==> config.mk <==
export PLATFORM = sky130hd
export DESIGN_NAME = instr_fetch_unit_flat
export DESIGN_NICKNAME = d
export VERILOG_FILES = /design/src/rtl/fetch_pkg.sv /design/src/rtl/instr_fetch_unit_if.sv /design/src/rtl/fetch_fifo.sv /design/src/rtl/instr_fetch_unit.sv /design/src/flat_wrapper.sv
export SDC_FILE = /design/constraint.sdc
export NUM_CORES = 1
export LEC_CHECK = 0
export CELL_PAD_IN_SITES_DETAIL_PLACEMENT = 0
export CELL_PAD_IN_SITES_GLOBAL_PLACEMENT = 2
export CORE_ASPECT_RATIO = 1.25
export CORE_MARGIN = 5
export CORE_UTILIZATION = 35
export DETAILED_ROUTE_END_ITERATION = 10
export PLACE_DENSITY = 0.81
export SLEW_MARGIN = 20
export SYNTH_ARGS = -nofsm -noshare
export SYNTH_HDL_FRONTEND = slang
export SYNTH_SLANG_ARGS = --single-unit
==> constraint.sdc <==
create_clock -name clk -period 3.15 [get_ports clk]
set_clock_uncertainty 0.05 [all_clocks]
set_input_delay 0.63 -clock clk [delete_from_list [all_inputs] [get_ports clk]]
set_output_delay 0.63 -clock clk [all_outputs]
set_load 0.05 [all_outputs]
==> src/rtl/fetch_pkg.sv <==
// ----------------------------------------------------------------------------
// fetch_pkg
// Shared types and constants for the instruction fetch unit.
//   XLEN_DEF      : default datapath / PC width
//   INST_NOP      : instruction word presented when no instruction is queued
//   fetch_entry_t : one prefetch queue entry {pc, inst}
//   fetch_state_e : fetch control state (FAULT only reachable when
//                   FETCH_MISALIGN_FAULT_EN is defined)
// ----------------------------------------------------------------------------
package fetch_pkg;

    localparam int XLEN_DEF = 32;

    localparam logic [31:0] INST_NOP = 32'h0000_0013;

    typedef struct packed {
        logic [XLEN_DEF-1:0] pc;
        logic [31:0]         inst;
    } fetch_entry_t;

    typedef enum logic [0:0] {
        FETCH = 1'b0,
        FAULT = 1'b1
    } fetch_state_e;

endpackage

==> src/rtl/instr_fetch_unit_if.sv <==
// ----------------------------------------------------------------------------
// instr_fetch_unit_if
// Bundles the fetch unit's instruction-memory request/response channel, the
// execute redirect, and the decode-side instruction channel.
//   master : the fetch unit (drives requests and the instruction channel)
//   slave  : the environment (memory, execute, decode)
// ----------------------------------------------------------------------------
interface instr_fetch_unit_if
    import fetch_pkg::*;
#(
    parameter int XLEN = XLEN_DEF
);

    // Instruction memory request channel
    logic            imem_req_valid;
    logic            imem_req_ready;
    logic [XLEN-1:0] imem_req_addr;

    // Instruction memory response (in order, one-cycle pulse per word)
    logic            imem_rsp_valid;
    logic [31:0]     imem_rsp_data;

    // Taken branch / jump from execute
    logic            redirect_valid;
    logic [XLEN-1:0] redirect_pc;

    // Decode-side instruction channel
    logic            inst_valid;
    logic            inst_ready;
    logic [31:0]     Instruction;
    logic [XLEN-1:0] inst_pc;

    modport master (
        output imem_req_valid,
        input  imem_req_ready,
        output imem_req_addr,
        input  imem_rsp_valid,
        input  imem_rsp_data,
        input  redirect_valid,
        input  redirect_pc,
        output inst_valid,
        input  inst_ready,
        output Instruction,
        output inst_pc
    );

    modport slave (
        input  imem_req_valid,
        output imem_req_ready,
        input  imem_req_addr,
        output imem_rsp_valid,
        output imem_rsp_data,
        output redirect_valid,
        output redirect_pc,
        input  inst_valid,
        output inst_ready,
        input  Instruction,
        input  inst_pc
    );

endinterface

==> src/rtl/fetch_fifo.sv <==
// ----------------------------------------------------------------------------
// fetch_fifo
// Synchronous prefetch queue of fetch_entry_t, DEPTH entries, registered
// storage (no write-to-read bypass).
//   clk, rst  : clock, synchronous active-high reset
//   push      : write push_data at the tail (ignored when full and not popping)
//   push_data : entry to write
//   pop       : drop the head (ignored when empty)
//   flush     : empty the queue; wins over push and pop in the same cycle
//   count     : current occupancy
//   head      : entry at the head (meaningful only when count != 0)
// ----------------------------------------------------------------------------
module fetch_fifo
    import fetch_pkg::*;
#(
    parameter int DEPTH = 4,
    localparam int CW = $clog2(DEPTH + 1),
    localparam int PW = (DEPTH > 1) ? $clog2(DEPTH) : 1
)(
    input  logic          clk,
    input  logic          rst,
    input  logic          push,
    input  fetch_entry_t  push_data,
    input  logic          pop,
    input  logic          flush,
    output logic [CW-1:0] count,
    output fetch_entry_t  head
);

    fetch_entry_t  mem_r [DEPTH];
    logic [PW-1:0] wr_ptr_r;
    logic [PW-1:0] rd_ptr_r;
    logic [CW-1:0] count_r;
    logic          do_push_s;
    logic          do_pop_s;

    // Circular pointer advance for a depth that need not be a power of two
    function automatic logic [PW-1:0] ptr_inc(input logic [PW-1:0] p);
        if (p == PW'(DEPTH - 1)) begin
            return {PW{1'b0}};
        end else begin
            return p + PW'(1'b1);
        end
    endfunction

    // Qualify push/pop against occupancy; a full queue still accepts a push
    // when the head leaves in the same cycle
    always_comb begin
        do_pop_s  = pop && (count_r != {CW{1'b0}});
        do_push_s = push && ((count_r != CW'(DEPTH)) || do_pop_s);
    end

    // Pointer and occupancy registers
    always_ff @(posedge clk) begin
        if (rst || flush) begin
            wr_ptr_r <= {PW{1'b0}};
            rd_ptr_r <= {PW{1'b0}};
            count_r  <= {CW{1'b0}};
        end else begin
            if (do_push_s) begin
                wr_ptr_r <= ptr_inc(wr_ptr_r);
            end
            if (do_pop_s) begin
                rd_ptr_r <= ptr_inc(rd_ptr_r);
            end
            case ({do_push_s, do_pop_s})
                2'b10:   count_r <= count_r + CW'(1'b1);
                2'b01:   count_r <= count_r - CW'(1'b1);
                default: count_r <= count_r;
            endcase
        end
    end

    // Entry storage; contents of free slots are don't-care so no reset needed
    always_ff @(posedge clk) begin
        if (do_push_s && !flush && !rst) begin
            mem_r[wr_ptr_r] <= push_data;
        end
    end

    assign count = count_r;
    assign head  = mem_r[rd_ptr_r];

endmodule

==> src/rtl/instr_fetch_unit.sv <==
// ----------------------------------------------------------------------------
// instr_fetch_unit
// Fetch stage: owns the fetch PC, issues in-order word fetches to instruction
// memory under a credit limit (queued + in-flight <= DEPTH), buffers returned
// words in a prefetch queue and presents {Instruction, inst_pc} to decode.
// A redirect from execute flushes the queue, retargets both the request PC
// and the response PC, and marks every still-outstanding fetch for discard.
//
// Ports:
//   clk, rst    : clock, synchronous active-high reset
//   bus         : instr_fetch_unit_if.master (imem request/response,
//                 redirect, decode instruction channel)
//   fetch_fault : (only with FETCH_MISALIGN_FAULT_EN) sticky flag raised by a
//                 misaligned redirect target, cleared by an aligned redirect
//
// Build option: define FETCH_MISALIGN_FAULT_EN to trap misaligned redirect
// targets in a FAULT state; otherwise redirect_pc[1:0] is treated as 2'b00.
// ----------------------------------------------------------------------------
module instr_fetch_unit
    import fetch_pkg::*;
#(
    parameter int              XLEN     = XLEN_DEF,
    parameter int              DEPTH    = 4,
    parameter logic [XLEN-1:0] RESET_PC = XLEN'(32'h0000_0000)
)(
    input  logic               clk,
    input  logic               rst,
    instr_fetch_unit_if.master bus
`ifdef FETCH_MISALIGN_FAULT_EN
    ,
    output logic               fetch_fault
`endif
);

    localparam int              CW         = $clog2(DEPTH + 1);
    localparam logic [XLEN-1:0] PC_STEP    = XLEN'(32'd4);
    localparam logic [CW:0]     CREDIT_MAX = (CW + 1)'(DEPTH);

    fetch_state_e    state_r,    state_nxt_s;
    logic [XLEN-1:0] fetch_pc_r, fetch_pc_nxt_s;
    logic [XLEN-1:0] rsp_pc_r,   rsp_pc_nxt_s;
    logic [CW-1:0]   inflight_r, inflight_nxt_s;
    logic [CW-1:0]   discard_r,  discard_nxt_s;

    logic [XLEN-1:0] redir_pc_s;
    logic            redir_misalign_s;
    logic            credit_ok_s;
    logic            req_valid_s;
    logic            req_fire_s;
    logic            rsp_keep_s;
    logic            inst_valid_s;

    logic [CW-1:0]   fifo_count_s;
    fetch_entry_t    fifo_head_s;
    fetch_entry_t    fifo_wdata_s;
    logic            fifo_pop_s;

`ifdef FETCH_MISALIGN_FAULT_EN
    logic            fault_r, fault_nxt_s;

    // Misaligned targets are kept as given and trap into FAULT
    always_comb begin
        redir_pc_s       = bus.redirect_pc;
        redir_misalign_s = (bus.redirect_pc[1:0] != 2'b00);
    end
`else
    logic            redir_lsb_unused_s;

    // Without the fault option the low address bits are simply ignored
    always_comb begin
        redir_pc_s         = {bus.redirect_pc[XLEN-1:2], 2'b00};
        redir_misalign_s   = 1'b0;
        redir_lsb_unused_s = |bus.redirect_pc[1:0];
    end
`endif

    // Request/response qualification and credit accounting
    always_comb begin
        credit_ok_s    = ({1'b0, fifo_count_s} + {1'b0, inflight_r}) < CREDIT_MAX;
        req_valid_s    = !rst && (state_r == FETCH) && !bus.redirect_valid && credit_ok_s;
        req_fire_s     = req_valid_s && bus.imem_req_ready;
        rsp_keep_s     = bus.imem_rsp_valid && (discard_r == {CW{1'b0}});
        inflight_nxt_s = inflight_r + CW'(req_fire_s) - CW'(bus.imem_rsp_valid);
        inst_valid_s   = (fifo_count_s != {CW{1'b0}});
        fifo_pop_s     = inst_valid_s && bus.inst_ready;
        fifo_wdata_s   = '{pc: rsp_pc_r, inst: bus.imem_rsp_data};
    end

    // Next-state: a redirect overrides all normal PC/discard bookkeeping
    always_comb begin
        state_nxt_s    = state_r;
        fetch_pc_nxt_s = fetch_pc_r;
        rsp_pc_nxt_s   = rsp_pc_r;
        discard_nxt_s  = discard_r;
        if (bus.redirect_valid) begin
            fetch_pc_nxt_s = redir_pc_s;
            rsp_pc_nxt_s   = redir_pc_s;
            // Everything still outstanding after this cycle's response is stale
            discard_nxt_s  = inflight_nxt_s;
            state_nxt_s    = redir_misalign_s ? FAULT : FETCH;
        end else begin
            if (req_fire_s) begin
                fetch_pc_nxt_s = fetch_pc_r + PC_STEP;
            end else begin
                fetch_pc_nxt_s = fetch_pc_r;
            end
            if (bus.imem_rsp_valid && (discard_r != {CW{1'b0}})) begin
                discard_nxt_s = discard_r - CW'(1'b1);
            end else begin
                discard_nxt_s = discard_r;
            end
            if (rsp_keep_s) begin
                rsp_pc_nxt_s = rsp_pc_r + PC_STEP;
            end else begin
                rsp_pc_nxt_s = rsp_pc_r;
            end
        end
    end

`ifdef FETCH_MISALIGN_FAULT_EN
    // Fault flag follows the alignment of the most recent redirect
    always_comb begin
        if (bus.redirect_valid) begin
            fault_nxt_s = redir_misalign_s;
        end else begin
            fault_nxt_s = fault_r;
        end
    end

    // Sticky fault flag register
    always_ff @(posedge clk) begin
        if (rst) begin
            fault_r <= 1'b0;
        end else begin
            fault_r <= fault_nxt_s;
        end
    end

    assign fetch_fault = fault_r;
`endif

    // Control and PC state registers
    always_ff @(posedge clk) begin
        if (rst) begin
            state_r    <= FETCH;
            fetch_pc_r <= RESET_PC;
            rsp_pc_r   <= RESET_PC;
            inflight_r <= {CW{1'b0}};
            discard_r  <= {CW{1'b0}};
        end else begin
            state_r    <= state_nxt_s;
            fetch_pc_r <= fetch_pc_nxt_s;
            rsp_pc_r   <= rsp_pc_nxt_s;
            inflight_r <= inflight_nxt_s;
            discard_r  <= discard_nxt_s;
        end
    end

    // Prefetch queue; the redirect acts as flush and beats any push/pop
    fetch_fifo #(
        .DEPTH (DEPTH)
    ) u_fifo (
        .clk       (clk),
        .rst       (rst),
        .push      (rsp_keep_s),
        .push_data (fifo_wdata_s),
        .pop       (fifo_pop_s),
        .flush     (bus.redirect_valid),
        .count     (fifo_count_s),
        .head      (fifo_head_s)
    );

    assign bus.imem_req_valid = req_valid_s;
    assign bus.imem_req_addr  = fetch_pc_r;
    assign bus.inst_valid     = inst_valid_s;
    assign bus.Instruction    = inst_valid_s ? fifo_head_s.inst : INST_NOP;
    assign bus.inst_pc        = inst_valid_s ? fifo_head_s.pc : RESET_PC;

endmodule

==> src/flat_wrapper.sv <==
// flat-port wrapper written by rule: the top's interface ports become plain ports
module instr_fetch_unit_flat import fetch_pkg::*;
#(
    parameter int              XLEN     = XLEN_DEF,
    parameter int              DEPTH    = 4,
    parameter logic [XLEN-1:0] RESET_PC = XLEN'(32'h0000_0000)
)
  (clk, rst, bus_imem_req_valid, bus_imem_req_ready, bus_imem_req_addr, bus_imem_rsp_valid, bus_imem_rsp_data, bus_redirect_valid, bus_redirect_pc, bus_inst_valid, bus_inst_ready, bus_Instruction, bus_inst_pc);
  instr_fetch_unit_if #(.XLEN(XLEN)) bus_i ();
  input  logic clk;
  input  logic rst;
  output wire logic [$bits(bus_i.imem_req_valid)-1:0] bus_imem_req_valid;
  input wire logic [$bits(bus_i.imem_req_ready)-1:0] bus_imem_req_ready;
  output wire logic [$bits(bus_i.imem_req_addr)-1:0] bus_imem_req_addr;
  input wire logic [$bits(bus_i.imem_rsp_valid)-1:0] bus_imem_rsp_valid;
  input wire logic [$bits(bus_i.imem_rsp_data)-1:0] bus_imem_rsp_data;
  input wire logic [$bits(bus_i.redirect_valid)-1:0] bus_redirect_valid;
  input wire logic [$bits(bus_i.redirect_pc)-1:0] bus_redirect_pc;
  output wire logic [$bits(bus_i.inst_valid)-1:0] bus_inst_valid;
  input wire logic [$bits(bus_i.inst_ready)-1:0] bus_inst_ready;
  output wire logic [$bits(bus_i.Instruction)-1:0] bus_Instruction;
  output wire logic [$bits(bus_i.inst_pc)-1:0] bus_inst_pc;
  assign bus_imem_req_valid = bus_i.imem_req_valid;
  assign bus_i.imem_req_ready = bus_imem_req_ready;
  assign bus_imem_req_addr = bus_i.imem_req_addr;
  assign bus_i.imem_rsp_valid = bus_imem_rsp_valid;
  assign bus_i.imem_rsp_data = bus_imem_rsp_data;
  assign bus_i.redirect_valid = bus_redirect_valid;
  assign bus_i.redirect_pc = bus_redirect_pc;
  assign bus_inst_valid = bus_i.inst_valid;
  assign bus_i.inst_ready = bus_inst_ready;
  assign bus_Instruction = bus_i.Instruction;
  assign bus_inst_pc = bus_i.inst_pc;
  instr_fetch_unit #(.XLEN(XLEN), .DEPTH(DEPTH), .RESET_PC(RESET_PC)) u_core (.clk(clk), .rst(rst), .bus(bus_i));
endmodule
=== Yosys cells after proc, flatten, opt, wreduce, memory -nomap -nowiden ===
Memory sizes are Yosys's and may differ from the RTL's. A register that Yosys moved wholly into a read port is not among the register bits.
Index checks and enable logic that the tools add are counted.
W data, S select, Z words.

* Bits in registers: 77
* RAM bits: 256
* Input port bits: 70
* Logic and storage cells: 63
* Memories kept: 1

* Add/subtract/negate cells: 10
* $lt $le $gt $ge: 1
* Equality and inequality tests: 5
* Mux-type cells: 15
* Reduce and logical (&&, ||, !) cells: 22

{| class="wikitable"
|+ Memory list
! name !! words !! bits a word !! read ports !! clocked after memory_dff !! write ports !! RTL line !! RTL
|-
| u_core.u_fifo.mem_r || 4 || 64 || 1 || 1 || 1 || fetch_fifo.sv:30 || <nowiki>fetch_entry_t mem_r [DEPTH];</nowiki>
|}

{| class="wikitable"
|+ Operators with widths
! cell !! number
|-
| $mux W32 || 6
|-
| $add A32 B3 Y32 const B || 2
|-
| $logic_and A1 B1 Y1 || 10
|-
| $mux W2 || 4
|-
| $reduce_bool A2 Y1 || 4
|-
| $eq A2 B2 Y1 const B || 3
|-
| $mux W3 || 2
|-
| $pmux W3 S2 || 1
|-
| $reduce_bool A3 Y1 || 2
|-
| $sub A3 B1 Y3 const B || 2
|-
| $add A2 B1 Y2 const B || 2
|-
| $add A3 B3 Y4 || 1
|-
| $lt A4 B3 Y1 const B || 1
|-
| $add A3 B1 Y3 || 1
|-
| $add A3 B1 Y3 const B || 1
|-
| $logic_not A3 Y1 || 1
|-
| $ne A3 B3 Y1 const B || 1
|-
| $sub A3 B1 Y3 || 1
|-
| $eq A2 B1 Y1 const B || 1
|-
| $logic_not A1 Y1 || 2
|-
| $logic_or A1 B1 Y1 || 2
|-
| $mux W1 || 2
|-
| $reduce_or A2 Y1 || 1
|}

=== Depth between registers and ports, before layout ===
* Depth after elaboration: 9
* Gate-level depth with buffers: 13

=== Hierarchy ===
Synthesis repeated with hierarchy kept, for this count alone.

* Cell total of the unflattened synthesis: 937
* Area total of the unflattened synthesis: 14,014.7 um^2

{| class="wikitable"
|+ Modules (own cells, without submodules)
! module !! instances !! cells each !! area an instance (um^2) !! sequential area each (um^2)
|-
| fetch_fifo || 1 || 391 || 9,750.6 || 7,867.5
|-
| instr_fetch_unit || 1 || 546 || 4,264.1 || 1,321.3
|}

=== Least setup slack after synthesis ===
Ideal clock, no wire load.

* Kind: input port to flip-flop
* Start point: in bus_inst_ready
* End point: mem u_core.u_fifo.mem_r[0][0] (netlist bit), enable pin
* Data arrival time: 2,782 ps
* Path slack: -109 ps
* Stages on the path: 4
* Path through: clkbuf_1 -> nor4b_1 -> nor2_1 -> and3_1

* Longest elaborated chain between the ends: 8

{| class="wikitable"
|+ Ends and longest elaborated chain
! item !! RTL line !! RTL
|-
| start: declaration || flat_wrapper.sv:20 || <nowiki>input wire logic [$bits(bus_i.inst_ready)-1:0] bus_inst_ready;</nowiki>
|-
| $logic_and A1 B1 Y1 || instr_fetch_unit.sv:85 || <nowiki>fifo_pop_s = inst_valid_s && bus.inst_ready;</nowiki>
|-
| $logic_and A1 B1 Y1 || fetch_fifo.sv:49 || <nowiki>do_pop_s = pop && (count_r != {CW{1'b0}});</nowiki>
|-
| $logic_or A1 B1 Y1 || fetch_fifo.sv:50 || <nowiki>do_push_s = push && ((count_r != CW'(DEPTH)) || do_pop_s);</nowiki>
|-
| $logic_and A1 B1 Y1 || fetch_fifo.sv:50 ||
|-
| $logic_and A1 B1 Y1 (2 in a row) || fetch_fifo.sv:76 || <nowiki>if (do_push_s && !flush && !rst) begin</nowiki>
|-
| $mux W1 || fetch_fifo.sv:76 ||
|-
| $mux W1 (implied by the code) || fetch_fifo.sv:77 || <nowiki>mem_r[wr_ptr_r] <= push_data;</nowiki>
|-
| end: declaration || fetch_fifo.sv:30 ||
|}

Every way passes these cells.

=== Final worst setup path ===
* Start point: reg u_core.u_fifo.count_r[2] (netlist: u_core.u_fifo.count[2])
* End point: out bus_imem_req_valid

* Longest elaborated chain between the ends: 3

{| class="wikitable"
|+ Ends and longest elaborated chain
! item !! RTL line !! RTL
|-
| start: declaration || fetch_fifo.sv:33 || <nowiki>logic [CW-1:0] count_r;</nowiki>
|-
| start signal: assignment || fetch_fifo.sv:58 || <nowiki>count_r <= {CW{1'b0}};</nowiki>
|-
| start signal: assignment || fetch_fifo.sv:67 || <nowiki>2'b10: count_r <= count_r + CW'(1'b1);</nowiki>
|-
| start signal: assignment || fetch_fifo.sv:68 || <nowiki>2'b01: count_r <= count_r - CW'(1'b1);</nowiki>
|-
| $add A3 B3 Y4 || instr_fetch_unit.sv:79 || <nowiki>credit_ok_s = ({1'b0, fifo_count_s} + {1'b0, inflight_r}) < CREDIT_MAX;</nowiki>
|-
| $lt A4 B3 Y1 || instr_fetch_unit.sv:79 ||
|-
| $logic_and A1 B1 Y1 || instr_fetch_unit.sv:80 || <nowiki>req_valid_s = !rst && (state_r == FETCH) && !bus.redirect_valid && credit_ok_s;</nowiki>
|-
| end: declaration || flat_wrapper.sv:12 || <nowiki>output wire logic [$bits(bus_i.imem_req_valid)-1:0] bus_imem_req_valid;</nowiki>
|}

Every way passes these cells.

==> results by group <==
Worst setup path
  • Critical-path maximum fanout: 6
  • Critical Path AT: around 2.3 ns
  • Reg-to-Reg Start: u_core.u_fifo.count[2]
  • CP Cell Sequence: ha_1 > a311oi_2 > nor3b_2 > buf_4 > buf_12
  • CP Buf/Inv Count: 2
  • Worst-path cell with the longest stage delay: dfxtp_1
  • CP Capture Type: output pin
  • CP top delay family: flip-flops
  • Flop2flop setup slack: about 0.75 ns
  • R2R Path End: u_core.discard_r[2]
  • Critical Path Source: u_core.u_fifo.count[2]
  • WS Path Type: register to output pin
  • WP depth: 5
  • Crit path launch type: register
  • Worst Path Required: ~2.5 ns
  • Crit path largest cell delay: ~0.47 ns
  • Critical Path End: bus_imem_req_valid
  • Length in cells of the worst reg-to-reg path: 11

Clock tree
  • H-tree depth: 2
  • CTS Sinks: ~320
  • Clk slew on worst S/H paths: 0.06 ns
  • CTS Hold Buffers Added: 0
  • CTS tree: yes
  • Num CTS Buffers: 34
  • Clock buffer depth: 3
  • Clock Tree Root: clkbuf_16
  • Clock latency on the worst-skew pair: about 0.52 ns

Drt
  • Detail Route Antenna Nets: 0
  • DR iter-0 viols: roughly 480
  • DRC viols: 0
  • Final wirelength: about 32000 µm
  • First-pass DRT Iterations: 4
  • Via density: 5.103
  • Vias: about 8400
  • Wire per inst: between 15 and 20 µm

STA
  • TNS Setup: 0 ns
  • Fmax: ~330 MHz
  • Slew headroom: ~51%
  • Final Slew Violations: 0
  • RSZ-0062 raised after global routing: false
  • Final worst path period share: about 95%
  • Slew of the pin with the lowest slew margin: 0.7341 ns
  • Final Hold Fails: 0
  • Final worst path period need: ~3 ns
  • Final setup viols: 0

Finish
  • Final net count: between 1000 and 1500
  • FF/Latch Area: 0.008955 mm²
  • Share of layout cells above drive strength 1: between 20% and 30%
  • Area Growth Syn to Fin: 25.65%
  • Multi-input gate area: around 0.0044 mm²
  • Final instance area: roughly 0.017 mm²
  • ANT cells: 0
  • Fill cells: 3506

Logic synthesis
  • Asr flop ratio synth: 0%
  • Post-Syn Instances: ~930
  • Synth area leader: edfxtp_1
  • Post-synthesis cell area: 0.01367 mm²
  • Synth top area cells: edfxtp_1, dfxtp_1, mux4_2
  • Synth top area share: around 54%
  • Number of distinct library cells after synthesis: between 60 and 70
  • Number of synthesized flops with an enable pin: between 200 and 250
  • Flop and latch count out of synthesis: 323
  • Yosys warnings: 0
  • Syn avg cell area: roughly 15 µm²
  • Main synth FF type: edfxtp_1
  • Register area share after synthesis: approximately two thirds

GRT
  • First-pass GRT wire length: between 50000 and 60000 µm
  • Overall Global Routing Usage: between 10% and 20%
  • Global route overflow: 0
  • Pin count of the biggest net entering global routing: 63
  • Initial antenna violation count: 0
  • Number of global-route vias before repair: 8742

Floorplanning
  • Die width: roughly 190 µm
  • Die area: 0.04314 mm²
  • Die height: about 230 µm
  • Initial core utilization: 35.13%
  • Core area: 0.03892 mm²
  • # rows: between 80 and 90
  • # IOs: between 150 and 200

Flow run
  • Max-cap violation count: 0

Placement
  • DP Wirelength: 21150 µm
  • Dpl cell area: between 0.015 and 0.02 mm²
  • IO buf count: roughly 160
  • Gpl congestion: slightly below 0.8

Pwr
  • Peak supply drop: around 0.31 mV
  • Pwr dens: between 500 and 600 mW/mm²
  • P_leak: a little under 6 nW

Min path
  • Hold crit path type: input pin to register

Run status
  • Status: finished clean
-- state kept, by name, summed over array words and instances, names as in the netlist, named ones only --
signal,cells
u_core.bus.imem_req_addr,30
u_core.discard_r,3
u_core.inflight_r,3
u_core.rsp_pc_r,30
u_core.u_fifo.count,3
u_core.u_fifo.mem_r,248
u_core.u_fifo.rd_ptr_r,2
u_core.u_fifo.wr_ptr_r,2
-- how the worst min path moves through the flow --
stage / end / startpoint / slack (ns) / depth (start not counted)
after floorplan: register / u_core.u_fifo.rd_ptr_r[1] / 0.40 / 2
after global placement: register / u_core.u_fifo.rd_ptr_r[1] / 0.42 / 2
after detailed placement: register / u_core.u_fifo.rd_ptr_r[1] / 0.44 / 2
after CTS: u_core.rsp_pc_r[6] / rst / 0.33 / 2
after global routing: u_core.rsp_pc_r[2] / rst / 0.37 / 2
final: u_core.rsp_pc_r[6] / rst / 0.37 / 2
-- synthesized netlist by cell type, types with 4 or more instances --
library cell  instances
edfxtp_1            248
or3_1                 8
nand4_1              23
dfxtp_1              75
buf_4                 5
o211ai_1              9
and3_1               13
nand3_1              29
o21ai_0              16
buf_1                 7
a311oi_1              5
nand2_1              45
buf_2                 6
a21boi_0              7
xor2_1               19
a31oi_1              18
and2_1               63
nor3_1                8
a2bb2oi_1             4
ha_1                 13
inv_1                25
and4_1                5
a21oi_1              29
mux4_2               62
nor2_1               57
a211oi_1             20
nand3b_1              4
xnor2_1              15
clkbuf_1             29
or2_2                 4
-- report_power, final --
part           internal [mW]  total (mW)  switching [mW]
combinational          0.461        1.15           0.685
clock                   2.41        4.04            1.63
sequential              4.73        4.87           0.136
-- metrics by stage --
step | utilization, % | hold WS [ns] | total power, mW | std cells | setup slack [ns]
after floorplan | - | 0.4041 | 5.656 | 928 | 0.005381
after global placement | 41.04 | 0.4182 | 6.097 | 1569 | 0.07820
after detailed placement | 41.04 | 0.4405 | 6.116 | 1569 | 0.1028
after CTS | 44.01 | 0.3272 | 10.19 | 1631 | 0.04549
after global routing | 44.15 | 0.3666 | 10.47 | 1638 | 0.007071
final | 44.15 | 0.3685 | 10.05 | 1638 | 0.1557
-- layout make-up --
class	instances	area share [%]
Sequential cell	323	52.12
Multi-Input combinational cell	527	25.58
Timing Repair Buffer	202	11.45
Clock buffer	42	5.557
Tap cell	498	3.627
Clock inverter	20	1.100
Inverter	26	0.5681
-- kinds of logic (layout without fill, tap and decap cells) --
| group | count (synthesis) | in the layout | synth area share [%] |
|---|---|---|---|
| and+or+nand+nor | 286 | 286 | 11.85 |
| DFF | 323 | 323 | 65.45 |
| other | 1 | 4 | 0.02743 |
| xor gates and xnor gates | 34 | 34 | 2.178 |
| muxes | 64 | 64 | 10.36 |
| AOI/OAI and AO/OA | 124 | 124 | 6.049 |
| adders and majority gates | 15 | 15 | 1.482 |
| buffers and inverters | 78 | 290 | 2.608 |
-- timing repair --
| item | 4_1_cts | 5_1_grt |
|---|---|---|
| endpoints found under the hold margin | 0 | 0 |
| pin swaps | 0 | 0 |
| setup endpoints to repair | 3 | 2 |
| resized for setup | 3 | 0 |
| setup buffers | 0 | 7 |
-- worst register-to-register path: cells and delay by family (launching register included) --
kind                     cells  cell delay (ns)
adder cells (fa/ha/maj)      3             0.64
AO/OA/AOI/OAI                2             0.50
flip-flops                   1             0.47
AND/OR/NAND/NOR              3             0.27
XOR/XNOR                     2             0.26
buffers and inverters        1             0.09
-- cells in the final DEF, fill, tap and decap left out, types with 9 or more instances in the layout --
cell             Yosys  routed
buf_4                5      88
a21oi_1             29      29
and3_1              13       9
nand2_1             45      45
xor2_1              19      19
a31oi_1             18      18
o211ai_1             9       9
ha_1                13      13
and2_1              63      63
o21ai_0             16      16
clkbuf_16            0      37
xnor2_1             15      15
nand3_1             29      29
inv_1               25      24
nor2_1              57      57
clkdlybuf4s50_1      0      96
buf_12               0      17
nand4_1             23      23
mux4_2              62      62
a211oi_1            20      20
dfxtp_1             75      72
edfxtp_1           248     248
-- layer usage --
| layer | GRT usage (%) | vias up | part of all wire [%] |
|---|---|---|---|
| met3 | 2.526 | 38 | 4.4 |
| li1 | - | 3953 | - |
| met5 | 0 | - | 0 |
| met2 | 25.84 | 206 | 50 |
| met4 | 4.115 | 0 | 2.1 |
| met1 | 18.79 | 4161 | 43 |
(Power assumes the default switching activity.)
